## src/rtl/bank_command_scheduler.sv

```systemverilog
// Single-bank DRAM command scheduler: one held request, open-page policy,
// tRCD/tRP/tRAS/tRFC spacing and a free-running tREFI refresh timer.
module bank_command_scheduler #(
    parameter int unsigned RANK      = 0,
    parameter int unsigned BANKGROUP = 0,
    parameter int unsigned BANK      = 0,
    parameter int unsigned COL_BITS  = 10,
    parameter int unsigned T_RCD     = 3,
    parameter int unsigned T_RP      = 3,
    parameter int unsigned T_RAS     = 6,
    parameter int unsigned T_RFC     = 8,
    parameter int unsigned T_REFI    = 100
) (
    input  logic        clk,
    input  logic        reset,
    input  logic        req_valid,
    output logic        req_ready,
    input  logic [31:0] req_addr,
    input  logic [31:0] req_wdata,
    input  logic        req_is_write,
    input  logic [31:0] req_id,
    output logic        cmd_valid,
    output logic        cs,
    output logic        ras,
    output logic        cas,
    output logic        we,
    output logic [31:0] cmd_addr,
    output logic [31:0] cmd_data,
    output logic [31:0] cmd_id,
    output logic        done_valid,
    output logic [31:0] done_id,
    output logic        refresh_overrun
);
    typedef enum logic [2:0] {
        ST_CLOSED, ST_ACTIVATING, ST_OPEN, ST_PRECHARGING, ST_REFRESHING
    } state_t;

    typedef enum logic [3:0] {
        CMD_REFRESH   = 4'b0001,
        CMD_PRECHARGE = 4'b0010,
        CMD_ACTIVATE  = 4'b0011,
        CMD_WRITE     = 4'b0100,
        CMD_READ      = 4'b0101,
        CMD_NOP       = 4'b1111
    } cmd_t;

    state_t                r_state, w_next_state;
    logic                  r_ent_valid, r_ent_write;
    logic [31:0]           r_ent_addr, r_ent_wdata, r_ent_id;
    logic [31-COL_BITS:0]  r_open_row;
    logic [31:0]           r_act_cnt, r_wait_cnt, r_refi_cnt;
    logic                  r_ref_pend, r_ref_ovr;
    logic                  r_cmd_valid, r_done_valid;
    cmd_t                  r_cmd, w_cmd;
    logic [31:0]           r_cmd_addr, r_cmd_data, r_cmd_id, r_done_id;

    logic w_is_act, w_is_pre, w_is_ref, w_is_col;
    logic w_cmd_valid, w_req_cmd, w_row_hit, w_closed_ok, w_fire, w_tick;
    logic w_unused;

    assign w_unused    = ^{RANK, BANKGROUP, BANK};
    assign req_ready   = ~r_ent_valid & ~reset;
    assign w_fire      = req_valid & req_ready;
    assign w_row_hit   = r_ent_addr[31:COL_BITS] == r_open_row;
    assign w_tick      = r_refi_cnt == T_REFI - 1;
    assign w_cmd_valid = w_is_act | w_is_pre | w_is_ref | w_is_col;
    // Precharge on behalf of a pending refresh is not attributed to the request.
    assign w_req_cmd   = w_is_act | w_is_col | (w_is_pre & ~r_ref_pend);

    // Wait states fall through into CLOSED decisions on the edge their timer
    // expires, so each spacing constraint is met with no idle cycle.
    assign w_closed_ok = (r_state == ST_CLOSED)
                       | ((r_state == ST_PRECHARGING) & (r_wait_cnt >= T_RP))
                       | ((r_state == ST_REFRESHING) & (r_wait_cnt >= T_RFC));

    always_comb begin
        w_next_state = r_state;
        w_cmd        = CMD_NOP;
        w_is_act     = 1'b0;
        w_is_pre     = 1'b0;
        w_is_ref     = 1'b0;
        w_is_col     = 1'b0;
        case (r_state)
            ST_ACTIVATING, ST_OPEN: begin
                if (r_state == ST_ACTIVATING && r_act_cnt >= T_RCD)
                    w_next_state = ST_OPEN;
                if (r_ref_pend || (r_ent_valid && !w_row_hit)) begin
                    if (r_act_cnt >= T_RAS) begin
                        w_is_pre     = 1'b1;
                        w_cmd        = CMD_PRECHARGE;
                        w_next_state = ST_PRECHARGING;
                    end
                end else if (r_ent_valid && r_act_cnt >= T_RCD) begin
                    w_is_col     = 1'b1;
                    w_cmd        = r_ent_write ? CMD_WRITE : CMD_READ;
                    w_next_state = ST_OPEN;
                end
            end
            default: begin
                if (w_closed_ok) begin
                    w_next_state = ST_CLOSED;
                    if (r_ref_pend) begin
                        w_is_ref     = 1'b1;
                        w_cmd        = CMD_REFRESH;
                        w_next_state = ST_REFRESHING;
                    end else if (r_ent_valid) begin
                        w_is_act     = 1'b1;
                        w_cmd        = CMD_ACTIVATE;
                        w_next_state = ST_ACTIVATING;
                    end
                end
            end
        endcase
    end

    always_ff @(posedge clk) begin
        if (reset) r_state <= ST_CLOSED;
        else       r_state <= w_next_state;
    end

    always_ff @(posedge clk) begin
        if (reset) begin
            r_ent_valid <= 1'b0;
            r_ent_write <= 1'b0;
            r_ent_addr  <= '0;
            r_ent_wdata <= '0;
            r_ent_id    <= '0;
            r_open_row  <= '0;
            r_act_cnt   <= '0;
            r_wait_cnt  <= '0;
            r_refi_cnt  <= '0;
            r_ref_pend  <= 1'b0;
            r_ref_ovr   <= 1'b0;
        end else begin
            if (w_is_col) begin
                r_ent_valid <= 1'b0;
            end else if (w_fire) begin
                r_ent_valid <= 1'b1;
                r_ent_write <= req_is_write;
                r_ent_addr  <= req_addr;
                r_ent_wdata <= req_wdata;
                r_ent_id    <= req_id;
            end
            if (w_is_act)
                r_open_row <= r_ent_addr[31:COL_BITS];
            if (w_is_act)              r_act_cnt <= 32'd1;
            else if (r_act_cnt != '1)  r_act_cnt <= r_act_cnt + 32'd1;
            if (w_is_pre || w_is_ref)  r_wait_cnt <= 32'd1;
            else if (r_wait_cnt != '1) r_wait_cnt <= r_wait_cnt + 32'd1;
            r_refi_cnt <= w_tick ? '0 : r_refi_cnt + 32'd1;
            r_ref_pend <= (r_ref_pend & ~w_is_ref) | w_tick;
            r_ref_ovr  <= r_ref_ovr | (w_tick & r_ref_pend);
        end
    end

    always_ff @(posedge clk) begin
        if (reset) begin
            r_cmd_valid  <= 1'b0;
            r_cmd        <= CMD_NOP;
            r_cmd_addr   <= '0;
            r_cmd_data   <= '0;
            r_cmd_id     <= '0;
            r_done_valid <= 1'b0;
            r_done_id    <= '0;
        end else begin
            r_cmd_valid  <= w_cmd_valid;
            r_cmd        <= w_cmd;
            r_cmd_addr   <= w_req_cmd ? r_ent_addr : '0;
            r_cmd_data   <= (w_is_col && r_ent_write) ? r_ent_wdata : '0;
            r_cmd_id     <= w_req_cmd ? r_ent_id : '0;
            r_done_valid <= w_is_col;
            r_done_id    <= w_is_col ? r_ent_id : '0;
        end
    end

    assign cmd_valid         = r_cmd_valid;
    assign {cs, ras, cas, we} = r_cmd;
    assign cmd_addr          = r_cmd_addr;
    assign cmd_data          = r_cmd_data;
    assign cmd_id            = r_cmd_id;
    assign done_valid        = r_done_valid;
    assign done_id           = r_done_id;
    assign refresh_overrun   = r_ref_ovr;
endmodule

```

## config.mk

```make
export PLATFORM = sky130hd
export DESIGN_NAME = bank_command_scheduler
export DESIGN_NICKNAME = d
export VERILOG_FILES = /design/src/rtl/bank_command_scheduler.sv
export SDC_FILE = /design/constraint.sdc
export NUM_CORES = 1
export LEC_CHECK = 0
export CORE_AREA = 2 2 186 188
export DETAILED_ROUTE_END_ITERATION = 12
export DIE_AREA = 0 0 188 190
export SYNTH_ARGS = -nofsm -noshare
export SYNTH_HDL_FRONTEND = slang
export SYNTH_SLANG_ARGS = --single-unit
```

## constraint.sdc

```tcl
create_clock -name clk -period 2.6 [get_ports clk]
set_clock_uncertainty 0.05 [all_clocks]
set_input_delay 0.78 -clock clk [delete_from_list [all_inputs] [get_ports clk]]
set_output_delay 0.78 -clock clk [all_outputs]
set_load 0.02 [all_outputs]
```

==> results of run 1 <==
cells in the final DEF (no fill, tap or decap), types with 3 or more instances in the layout:
cell,n
and3_1,46
nor3_1,14
ha_1,5
a21boi_2,60
nor2b_1,4
clkbuf_16,39
o21ai_0,30
dfxtp_1,355
nor4_1,29
nand3_1,54
and2_1,40
a31oi_1,5
xor2_1,66
a21o_1,4
buf_12,15
a21boi_0,5
clkdlybuf4s50_1,233
xnor2_1,42
nand2_1,235
or4_1,3
a21oi_1,128
clkbuf_1,6
nand4_1,30
buf_4,35
and4_1,11
nor2_1,129
or3_1,3
inv_1,13
a211oi_1,3
nand3b_1,3
clkbuf_8,10
what timing repair did:
| item | in CTS | in global routing |
|---|---|---|
| hold buffers | 0 | 0 |
| setup endpoints to repair | 0 | 57 |
| resized for setup | 0 | 2 |
| setup buffers | 0 | 0 |
| endpoints found under the hold margin | 0 | 0 |
cells by family after synthesis:
logic type | after synthesis
flops | 355
xor+xnor | 108
compound gates | 251
mux | 1
buf+inv | 98
simple gates | 616
fa+ha+maj | 5
through the flow:
stage | util, % | cells | cell area, um2 | hold WS [ns] | total power, mW
2_1_floorplan | - | 1434 | 13300 | 0.368 | 6.12
3_3_place_gp | 48.1 | 2088 | 16300 | 0.378 | 6.49
3_5_place_dp | 48.1 | 2088 | 16300 | 0.389 | 6.50
4_1_cts | 51.7 | 2151 | 17600 | 0.399 | 11.9
5_1_grt | 51.8 | 2151 | 17600 | 0.418 | 12.2
6_report | 51.8 | 2151 | 17600 | 0.397 | 11.7
worst max-delay path, stage by stage, from the launching register on:
cell	delay, ns
dfxtp_1	0.34
xor2_1	0.16
nor4_2	0.33
nand4_1	0.16
or4_1	0.59
or2_4	0.30
inv_2	0.12
buf_12	0.18
and3_1	0.18
final cells by class:
| cell class | count | area, um2 |
|---|---|---|
| fill | 3074 | 16400 |
| sequential | 355 | 7110 |
| multi-input combinational | 981 | 5700 |
| timing repair buffer | 283 | 2900 |
| clock buffer | 55 | 1140 |
| tap | 455 | 569 |
| clock inverter | 8 | 115 |
| inverter | 14 | 52.6 |
worst min path at each step:
stage / from / end
2_1_floorplan: r_refi_cnt[0] / r_refi_cnt[0]
3_3_place_gp: r_refi_cnt[0] / r_refi_cnt[0]
3_5_place_dp: r_refi_cnt[0] / r_refi_cnt[0]
4_1_cts: r_refi_cnt[0] / r_refi_cnt[0]
5_1_grt: r_refi_cnt[0] / r_refi_cnt[0]
6_report: r_refi_cnt[0] / r_refi_cnt[0]
power by group:
part / internal, mW / switching (mW) / total (mW)
Combinational: 0.354 / 0.411 / 0.764
Clock: 3.23 / 2.14 / 5.37
Sequential: 5.54 / 0.0667 / 5.61
per-layer routing:
metal	vias to the layer above	track usage, %	share of wire [%]
met5	-	0	0
met4	0	5.21	2.3
met3	52	3.41	5.1
met2	268	29.5	46
met1	4908	25.3	47
li1	5307	-	-
registers in the layout (all words and copies together) (netlist names):
signal and cells:
r_refi_cnt 32, cmd_addr 32, r_wait_cnt 32, refresh_overrun 1, r_ent_addr 32, r_ref_pend 1
r_ent_id 32, cmd_id 32, r_ent_wdata 32, done_valid 1, done_id 32, r_ent_valid 1
cmd_data 32, r_state 3, cmd_valid 1, r_act_cnt 32, r_ent_write 1, r_open_row 22
r_cmd 4
==> run summary, run 1 <==
GRT Overall Usage -> 18.4%
Data arrival, critical path -> 2.91 ns
CTS sink cnt -> 355
RSZ-0062 raised after global routing -> no
Antenna Nets Post-Route -> 0
Via-to-Cell Ratio -> 4.90
Routed vias -> 10500
Primary FF master, synth -> dfxtp_1
Die height -> 190 um
Final wirelength -> 33400 um
Port Buf Inserts -> 235
Share of layout cells above drive strength 1 -> 10.8%
# setup viols final -> 0
Total grt overflow -> 0
Post-Syn Area per Cell -> 9.27 um2
Dpl hpwl -> 22900 um
Static Leak -> 6.41 nW
Final setup TNS -> 0 ns
Max-slew violation total from the final report -> 0
Post-synth EDFFs -> 0
Xor and xnor area share after synthesis -> 7.12%
Core Footprint -> 33900 um2
DR DRC count -> 0
Tcrit/Tclk final -> 96.0%
Clk root buf -> clkbuf_16
Largest net degree at the start of global routing -> 72
Synth warn -> 0
Multiplexer area fraction after synthesis -> 0.0753%
Worst R2R Setup Slack -> 0.10 ns
Die W -> 188 um
Post-Synth Adder-Cell Area -> 0.471%
Setup crit end kind -> register
Crit Path Max Fanout -> 36
H-tree levels -> 2
Number of diodes -> 0
R2r startpoint -> r_ent_addr[26]
Pre-CTS setup slack -> 0.0903 ns
CTS tree -> done
Top-area cell type share of the netlist area -> 53.5%
Syn nets -> 1539
GPL Wtd Cong -> 0.773
Setup slack after layout -> 0.104 ns
Clock Latency Late Sink -> 0.52 ns
CTS max path bufs -> 3
Hold depth -> 1
First-pass GRT wire length -> 53700 um
Clk pin slew, worst setup/hold paths -> 0.06 ns
Relative slew slack -> 38.5%
Min Clock Period, post-route -> 2.50 ns
R2R Path End -> cmd_data[25]
Syn Inst Count -> 1434
Simple-gate share of the synthesized area -> 21.9%
Setup crit start -> r_ent_addr[26]
R2r worst-path depth -> 8
Final hold vios -> 0
Area of the die -> 35700 um2
WL/cell -> 15.5 um
Total CTS buffers -> 38
Top cells by area, synth -> dfxtp_1, nand2_1, a21boi_2
Largest family of logic cells by synthesized area -> simple AND/OR/NAND/NOR gates
Peak VDD IR -> 352 uV
Area Overhead vs Synth -> 32.2%
WP data required -> 3.01 ns
Num ports -> 236
Post-synth top cells -> dfxtp_1, nand2_1, nor2_1, a21oi_1, xor2_1
Part of the Yosys area used for sequential elements -> 53.5%
Status -> completed
Syn Std Cell Area -> 13300 um2
Yosys top cell by area -> dfxtp_1
Initial DRC count -> 591
Row Count -> 68
Initial antenna violation count -> 0
Hold/Removal Path Class -> register to register
Synth Register Bits -> 355
Vias in the first global route -> 10000
Compound-Gate Fraction of Synth Area -> 13.1%
Slew @ Worst Pin -> 0.918 ns
Cell variety after synth -> 54
Startpoint Class -> register
Router iterations before antenna repair -> 4
CP Class -> register to register
Critical Path End -> cmd_data[25]
Top achievable clock speed -> 401 MHz
Starting Density -> 39.2%
Post-synth ARST share -> 0%
PwrDens -> 668 nW/um2
Most frequent cell after synthesis -> dfxtp_1
Max cap viols -> 0
Final nets -> 1778
Power figures use the tool's default switching activity.
==> run 2: changes to the inputs <==
--- a/config.mk
+++ b/config.mk
@@ -8,6 +8,8 @@
 export CORE_AREA = 2 2 186 188
 export DETAILED_ROUTE_END_ITERATION = 12
 export DIE_AREA = 0 0 188 190
+export GPL_ROUTABILITY_DRIVEN = 0
+export SLEW_MARGIN = 25
 export SYNTH_ARGS = -nofsm -noshare
 export SYNTH_HDL_FRONTEND = slang
 export SYNTH_SLANG_ARGS = --single-unit
==> results of run 2 <==
Same layout as run 1: the final DEF is identical, and so are final timing and power.
